===== src/rtl/nebula_pkg.sv =====
// Shared types and widths for the nebula NoC local network interface.
// The flit layout, flit kinds and NIU state encodings live here.
package nebula_pkg;

  localparam int COORD_WIDTH       = 4;
  localparam int PAYLOAD_WIDTH     = 32;
  localparam int NIU_MAX_PKT_FLITS = 8;
  localparam int LEN_WIDTH         = $clog2(NIU_MAX_PKT_FLITS + 1);

  typedef enum logic [1:0] {
    FLIT_IDLE = 2'd0,
    FLIT_HEAD = 2'd1,
    FLIT_BODY = 2'd2,
    FLIT_TAIL = 2'd3
  } flit_type_e;

  typedef struct packed {
    flit_type_e               ftype;
    logic [COORD_WIDTH-1:0]   dest_x;
    logic [COORD_WIDTH-1:0]   dest_y;
    logic [COORD_WIDTH-1:0]   src_x;
    logic [COORD_WIDTH-1:0]   src_y;
    logic [PAYLOAD_WIDTH-1:0] payload;
  } noc_flit_t;

  typedef enum logic [1:0] {
    TX_IDLE = 2'd0,
    TX_HEAD = 2'd1,
    TX_DATA = 2'd2
  } niu_tx_state_e;

  typedef enum logic {
    RX_IDLE = 1'b0,
    RX_PKT  = 1'b1
  } niu_rx_state_e;

  function automatic noc_flit_t make_flit(
    input flit_type_e               ftype,
    input logic [COORD_WIDTH-1:0]   dest_x,
    input logic [COORD_WIDTH-1:0]   dest_y,
    input logic [COORD_WIDTH-1:0]   src_x,
    input logic [COORD_WIDTH-1:0]   src_y,
    input logic [PAYLOAD_WIDTH-1:0] payload
  );
    noc_flit_t f;
    f.ftype   = ftype;
    f.dest_x  = dest_x;
    f.dest_y  = dest_y;
    f.src_x   = src_x;
    f.src_y   = src_y;
    f.payload = payload;
    return f;
  endfunction

endpackage


===== src/rtl/nebula_sync_fifo.sv =====
// Single-clock FIFO with full/empty flags; pushes when full and pops when
// empty are ignored. Storage is not reset, only the pointers are.
module nebula_sync_fifo #(
  parameter int WIDTH = 8,
  parameter int DEPTH = 4
) (
  input  logic             clk,
  input  logic             rst_n,
  input  logic             push,
  input  logic [WIDTH-1:0] wdata,
  input  logic             pop,
  output logic [WIDTH-1:0] rdata,
  output logic             full,
  output logic             empty
);

  localparam int AW = $clog2(DEPTH);

  logic [WIDTH-1:0] mem [DEPTH];
  logic [AW:0]      wr_ptr;
  logic [AW:0]      rd_ptr;
  logic             do_push;
  logic             do_pop;

  assign full    = (wr_ptr[AW] != rd_ptr[AW]) && (wr_ptr[AW-1:0] == rd_ptr[AW-1:0]);
  assign empty   = (wr_ptr == rd_ptr);
  assign do_push = push && !full;
  assign do_pop  = pop && !empty;
  assign rdata   = mem[rd_ptr[AW-1:0]];

  always_ff @(posedge clk) begin
    if (!rst_n) begin
      wr_ptr <= '0;
      rd_ptr <= '0;
    end else begin
      if (do_push) wr_ptr <= wr_ptr + 1'b1;
      if (do_pop)  rd_ptr <= rd_ptr + 1'b1;
    end
  end

  always_ff @(posedge clk) begin
    if (do_push) mem[wr_ptr[AW-1:0]] <= wdata;
  end

endmodule


===== src/rtl/nebula_local_niu.sv =====
// Local-port network interface: packetises core requests into HEAD/BODY/TAIL
// flits and de-packetises ejected flits into a payload FIFO for the core.
module nebula_local_niu
  import nebula_pkg::*;
#(
  parameter int NODE_X        = 0,
  parameter int NODE_Y        = 0,
  parameter int MAX_PKT_FLITS = NIU_MAX_PKT_FLITS,
  parameter int RX_FIFO_DEPTH = 4
) (
  input  logic                     clk,
  input  logic                     rst_n,
  input  logic                     req_valid,
  output logic                     req_ready,
  input  logic [COORD_WIDTH-1:0]   req_dest_x,
  input  logic [COORD_WIDTH-1:0]   req_dest_y,
  input  logic [LEN_WIDTH-1:0]     req_len,
  input  logic                     pl_valid,
  output logic                     pl_ready,
  input  logic [PAYLOAD_WIDTH-1:0] pl_data,
  output logic                     flit_out_valid,
  output noc_flit_t                flit_out,
  input  logic                     flit_out_ready,
  input  logic                     flit_in_valid,
  input  noc_flit_t                flit_in,
  output logic                     flit_in_ready,
  output logic                     rx_valid,
  output logic [PAYLOAD_WIDTH-1:0] rx_data,
  output logic                     rx_last,
  output logic [COORD_WIDTH-1:0]   rx_src_x,
  output logic [COORD_WIDTH-1:0]   rx_src_y,
  input  logic                     rx_ready,
  output logic [31:0]              pkts_sent,
  output logic [31:0]              pkts_received,
  output logic                     err_len,
  output logic                     err_proto
);

  localparam logic [COORD_WIDTH-1:0] SRC_X = COORD_WIDTH'(NODE_X);
  localparam logic [COORD_WIDTH-1:0] SRC_Y = COORD_WIDTH'(NODE_Y);

  niu_tx_state_e tx_state, tx_next;
  niu_rx_state_e rx_state, rx_next;

  // ---------------- injection ----------------
  logic [COORD_WIDTH-1:0] dest_x_q, dest_y_q;
  logic [LEN_WIDTH-1:0]   len_q, remaining;
  noc_flit_t              flit_q;
  logic                   flit_v_q;
  logic                   req_legal;
  logic                   out_free;
  logic                   pl_fire;
  logic                   tail_done;

  assign req_legal      = (req_len != '0) && (int'(req_len) <= MAX_PKT_FLITS);
  assign out_free       = !flit_v_q || flit_out_ready;
  assign flit_out       = flit_q;
  assign flit_out_valid = flit_v_q;
  assign pl_fire        = pl_valid && pl_ready;

  always_comb begin
    tx_next   = tx_state;
    req_ready = 1'b0;
    pl_ready  = 1'b0;
    tail_done = 1'b0;
    case (tx_state)
      TX_IDLE: begin
        req_ready = 1'b1;
        if (req_valid && req_legal) tx_next = TX_HEAD;
      end
      TX_HEAD: begin
        if (flit_out_ready) tx_next = TX_DATA;
      end
      TX_DATA: begin
        // Once the TAIL is loaded remaining is zero, so no further words are taken.
        pl_ready = out_free && (remaining != '0);
        if (flit_v_q && flit_out_ready && flit_q.ftype == FLIT_TAIL) begin
          tail_done = 1'b1;
          tx_next   = TX_IDLE;
        end
      end
      default: tx_next = TX_IDLE;
    endcase
  end

  always_ff @(posedge clk) begin
    if (!rst_n) begin
      tx_state <= TX_IDLE;
      rx_state <= RX_IDLE;
    end else begin
      tx_state <= tx_next;
      rx_state <= rx_next;
    end
  end

  always_ff @(posedge clk) begin
    if (!rst_n) begin
      dest_x_q  <= '0;
      dest_y_q  <= '0;
      len_q     <= '0;
      remaining <= '0;
      flit_q    <= '0;
      flit_v_q  <= 1'b0;
      err_len   <= 1'b0;
      pkts_sent <= '0;
    end else begin
      err_len <= (tx_state == TX_IDLE) && req_valid && !req_legal;
      case (tx_state)
        TX_IDLE: begin
          if (req_valid && req_legal) begin
            dest_x_q <= req_dest_x;
            dest_y_q <= req_dest_y;
            len_q    <= req_len;
            flit_q   <= make_flit(FLIT_HEAD, req_dest_x, req_dest_y, SRC_X, SRC_Y,
                                  PAYLOAD_WIDTH'(req_len));
            flit_v_q <= 1'b1;
          end
        end
        TX_HEAD: begin
          if (flit_out_ready) begin
            flit_v_q  <= 1'b0;
            remaining <= len_q;
          end
        end
        TX_DATA: begin
          if (pl_fire) begin
            flit_q    <= make_flit((remaining == LEN_WIDTH'(1)) ? FLIT_TAIL : FLIT_BODY,
                                   dest_x_q, dest_y_q, SRC_X, SRC_Y, pl_data);
            flit_v_q  <= 1'b1;
            remaining <= remaining - LEN_WIDTH'(1);
          end else if (flit_out_ready) begin
            flit_v_q <= 1'b0;
          end
        end
        default: flit_v_q <= 1'b0;
      endcase
      if (tail_done) pkts_sent <= pkts_sent + 32'd1;
    end
  end

  // ---------------- ejection ----------------
  logic                   in_is_head, in_is_data, in_is_tail;
  logic                   pushable, in_fire, fifo_push, fifo_pop;
  logic                   proto_err;
  logic                   fifo_full, fifo_empty;
  logic [PAYLOAD_WIDTH:0] fifo_rdata;

  assign in_is_head = (flit_in.ftype == FLIT_HEAD);
  assign in_is_tail = (flit_in.ftype == FLIT_TAIL);
  assign in_is_data = (flit_in.ftype == FLIT_BODY) || in_is_tail;
  assign pushable   = (rx_state == RX_PKT) && in_is_data;
  // Only flits that land in the FIFO can be blocked; everything else is absorbed.
  assign flit_in_ready = pushable ? !fifo_full : 1'b1;
  assign in_fire    = flit_in_valid && flit_in_ready;
  assign fifo_push  = in_fire && pushable;
  assign proto_err  = in_fire && (((rx_state == RX_IDLE) && in_is_data) ||
                                  ((rx_state == RX_PKT) && in_is_head));

  always_comb begin
    rx_next = rx_state;
    case (rx_state)
      RX_IDLE: if (in_fire && in_is_head) rx_next = RX_PKT;
      RX_PKT:  if (in_fire && in_is_tail) rx_next = RX_IDLE;
      default: rx_next = RX_IDLE;
    endcase
  end

  always_ff @(posedge clk) begin
    if (!rst_n) begin
      rx_src_x      <= '0;
      rx_src_y      <= '0;
      err_proto     <= 1'b0;
      pkts_received <= '0;
    end else begin
      err_proto <= proto_err;
      if (in_fire && in_is_head) begin
        rx_src_x <= flit_in.src_x;
        rx_src_y <= flit_in.src_y;
      end
      if (fifo_push && in_is_tail) pkts_received <= pkts_received + 32'd1;
    end
  end

  nebula_sync_fifo #(
    .WIDTH (PAYLOAD_WIDTH + 1),
    .DEPTH (RX_FIFO_DEPTH)
  ) u_rx_fifo (
    .clk   (clk),
    .rst_n (rst_n),
    .push  (fifo_push),
    .wdata ({in_is_tail, flit_in.payload}),
    .pop   (fifo_pop),
    .rdata (fifo_rdata),
    .full  (fifo_full),
    .empty (fifo_empty)
  );

  // Storage is unreset, so the outputs are masked while the FIFO is empty.
  assign rx_valid = !fifo_empty;
  assign fifo_pop = rx_valid && rx_ready;
  assign rx_data  = fifo_empty ? '0 : fifo_rdata[PAYLOAD_WIDTH-1:0];
  assign rx_last  = !fifo_empty && fifo_rdata[PAYLOAD_WIDTH];

endmodule

===== config.mk =====
export PLATFORM = sky130hd
export DESIGN_NAME = nebula_local_niu
export DESIGN_NICKNAME = d
export VERILOG_FILES = /design/src/rtl/nebula_pkg.sv /design/src/rtl/nebula_sync_fifo.sv /design/src/rtl/nebula_local_niu.sv
export SDC_FILE = /design/constraint.sdc
export NUM_CORES = 1
export LEC_CHECK = 0
export CORE_MARGIN = 2
export CORE_UTILIZATION = 50
export DETAILED_ROUTE_END_ITERATION = 7
export PLACE_DENSITY_LB_ADDON = 0.1
export SLEW_MARGIN = 30
export SYNTH_ARGS = -nofsm -noshare
export SYNTH_HDL_FRONTEND = slang
export SYNTH_SLANG_ARGS = --single-unit
export TNS_END_PERCENT = 100

===== constraint.sdc =====
create_clock -name clk -period 2.6 [get_ports clk]
set_clock_uncertainty 0.1 [all_clocks]
set_input_delay 0.52 -clock clk [delete_from_list [all_inputs] [get_ports clk]]
set_output_delay 0.52 -clock clk [all_outputs]
set_load 0.02 [all_outputs]

==> results by group <==
Outcome
  • Status: finished, final reports clean

Timing
  • Final setup vio count: 0
  • Relative slew margins: 45.4%
  • Final count of hold timing violations: 0
  • Crit share post-route: 98.1%
  • RSZ-0062 raised after global routing: true
  • Fin. max-slew vios: 0
  • F_max: 392 MHz
  • Worst Max-Slew Pin Slew: 0.806 ns
  • Final min period: 2.55 ns
  • Final worst slack: 0.0491 ns

Placement
  • Final HPWL DP: 17500 µm
  • Port-buffer cells: 246
  • Gpl congestion: 0.786
  • Pre-CTS WS: -0.115 ns

Synth
  • Mapped cell area: 11500 µm²
  • Async SR Flop Fraction: 0%
  • Synth Area in Compound Gates: 8.28%
  • Main combinational cell family by area after synthesis: simple AND/OR/NAND/NOR gates
  • #FFs+latches synth: 276
  • Seq/Total Area, Yosys: 59.6%
  • Synth Area in Simple Gates: 15.7%
  • Synth Area in Adders: 0.980%
  • Yosys synthesis warning count: 0
  • Post-synth EDFFs: 132
  • Synth unique cells: 58
  • Mux share of post-synthesis cell area: 10.8%
  • Syn Area/Cell: 12.4 µm²
  • Post-Synth XOR/XNOR Area: 1.22%
  • Dominant synthesized flop cell: dfxtp_1
  • Mapped Cells: 926

Floorplanning
  • I/O pin total: 263
  • Die height: 156 µm
  • Core Rows: 55
  • CORE AREA: 22600 µm²
  • Die area: 24200 µm²
  • Initial Utilization: 50.9%
  • Die W: 156 µm

Final layout
  • Most frequent cells in the layout: 209 x clkdlybuf4s50_1, 138 x dfxtp_1, 132 x edfxtp_1
  • Commonest non-fill, non-tap cell in the layout: clkdlybuf4s50_1
  • Share of layout cells above drive strength 1: 16.1%
  • Nets: 1309
  • Area growth syn-to-layout: 35.1%
  • Seq. cell area: 6860 µm²
  • Multi-input gate area: 4400 µm²
  • Fill count: 1690
  • Final core utilization: 68.7%

Critical path
  • Crit. End Element: output pin
  • Top delay family on crit path: multiplexers
  • CP max FO: 8
  • R2R setup slack: 0.33 ns
  • Max stage delay cell, worst path: mux4_2
  • FF-to-FF End: pkts_sent[22]$_SDFFE_PN0P_
  • Critical path type: reg -> out
  • R2R depth: 4
  • Worst Path Buf+Inv: 2
  • Worst path arrival time: 1.93 ns
  • Largest stage delay on the critical path: 0.51 ns
  • Worst path cell trace: buf_12 > mux4_2 > nor2b_1 > buf_2
  • Worst setup SP type: register
  • Worst Path Required: 1.98 ns
  • R2R Path Start: pkts_sent[8]$_SDFFE_PN0P_

Global routing
  • Number of global-route vias before repair: 8199
  • Total GRT Usage: 22.1%
  • First-pass GRT wire length: 43300 µm
  • Largest net degree at the start of global routing: 44
  • Remaining Overflow, GRT: 0
  • Initial antenna violation count: 0

Route
  • Vias: 8402
  • TritonRoute pass-1 iters: 5
  • Final ANT Viol Nets: 0
  • Drt drc: 0
  • Initial DRC Count: 478
  • DRT Wirelength: 27400 µm
  • Vias per cell: 5.58
  • Routed len/inst: 18.2 µm

CTS
  • CTS tree: yes
  • H-tree depth: 1
  • CTS max path bufs: 3
  • Worst-path clk slew: 0.06 ns
  • Root Buffer: clkbuf_16
  • Clk sinks: 276
  • CTS buffer count: 28
  • Insertion delay to the later sink of the worst-skew pair: 0.53 ns

Worst hold path
  • Worst hold start: rst_n
  • Min-Delay Endpoint: pkts_sent[17]$_SDFFE_PN0P_
  • Hold Path Class: in -> reg
  • Hold Path Depth: 2

Power and ir drop
  • PwrDens: 587 nW/µm²
  • Maximum VDD drop: 369 µV
  • Leakage: 5.29 nW
  • Gate power share: 7.3%
  • Fraction of power spent switching nets: 21.7%
  • Clk pwr share: 41.9%
  • Total power: 9.11 mW
  • Sw power: 1.97 mW
  • Flop pwr share: 50.8%
  • Pint: 7.14 mW

Flow run
  • Max-Cap Viols: 0
logic make-up (layout without fill, tap and decap cells):
logic type / after synthesis / count (layout)
compound gates: 140 / 140
buf+inv: 84 / 372
mux: 83 / 83
other cells: 1 / 9
flops: 276 / 276
xor+xnor: 16 / 16
fa+ha+maj: 9 / 9
simple gates: 317 / 317
worst max-delay path by stage:
stage                   startpoint                    endpoint  cells after the start
finish                    register                 rx_data[11]                      4
CTS                       register                 rx_data[18]                      5
global placement    flit_out_ready  pkts_sent[23]$_SDFFE_PN0P_                      5
detailed placement  flit_out_ready  pkts_sent[23]$_SDFFE_PN0P_                      5
global route              register                 rx_data[17]                      4
floorplan                 register                 rx_data[21]                      4
routing by layer:
layer | up-vias | global-route usage (%) | part of all wire (%)
met5 | - | 0 | 0
met2 | 261 | 37.5 | 49
met4 | 0 | 4.67 | 1.5
li1 | 4044 | - | -
met3 | 35 | 4.53 | 7.1
met1 | 4062 | 29.8 | 42
registers in the layout, indices dropped and copies added (netlist names), 32 cells and up, named ones only:
name	count
u_rx_fifo.mem	132
flit_out	42
pkts_received	32
pkts_sent	32
stage by stage:
| stage | TNS, ns | instances | hold WS (ns) | instance area, µm² |
|---|---|---|---|---|
| after global placement | -0.384 | 1444 | 0.343 | 14500 |
| after CTS | -0.795 | 1506 | 0.240 | 15500 |
| after global routing | -0.124 | 1506 | 0.246 | 15500 |
| final | 0 | 1507 | 0.257 | 15500 |
| after detailed placement | -0.862 | 1444 | 0.354 | 14500 |
| after floorplan | 0 | 933 | 0.356 | 11500 |
area by class of cell:
cell class / count / share of cell area [%]
timing repair buffer: 302 / 19.1
clock inverter: 12 / 0.548
tap: 285 / 2.30
sequential: 276 / 44.2
antenna: 1 / 0.0161
inverter: 18 / 0.436
multi-input combinational: 573 / 28.4
clock buffer: 40 / 5.07
power by group through the flow:
stage	clock network [mW]	registers (mW)	logic, mW
after floorplan	0	4.75	0.276
after detailed placement	0	4.72	0.642
after global routing	4.07	4.63	0.719
final	3.82	4.63	0.668
after global placement	0	4.72	0.636
after CTS	3.90	4.63	0.666
synth_stat cells (all sizes together), types with 2 or more instances:
cell type | number | area [µm²]
a211oi | 14 | 105
and4 | 11 | 96.3
inv | 17 | 63.8
or4 | 26 | 203
o31a | 3 | 26.3
nor4 | 21 | 138
ha | 9 | 113
mux2i | 48 | 480
nand3 | 29 | 145
nand4b | 2 | 32.5
o21ai | 15 | 75.1
mux2 | 2 | 22.5
or3 | 13 | 81.3
and2 | 14 | 87.6
nand4 | 20 | 131
clkbuf | 34 | 128
xor2 | 8 | 70.1
a21oi | 43 | 215
o311ai | 3 | 26.3
buf | 32 | 183
nor3 | 17 | 90.1
xnor2 | 8 | 70.1
o21a | 2 | 15.0
nor2 | 37 | 139
mux4 | 33 | 743
dfxtp | 144 | 2880
edfxtp | 132 | 3960
and3 | 6 | 37.5
nand2 | 56 | 210
o31ai | 24 | 180
nor2b | 37 | 231
a22o | 28 | 245
nand2b | 22 | 138
what timing repair did:
item | 4_1_cts | 5_1_grt
cloned | 4 | 0
buffers inserted | 6 | 4
hold buffers | 0 | 0
pin swaps | 1 | 1
gates resized for setup | 152 | 40
endpoints found under the setup margin | 36 | 30
(Power assumes the default switching activity.)
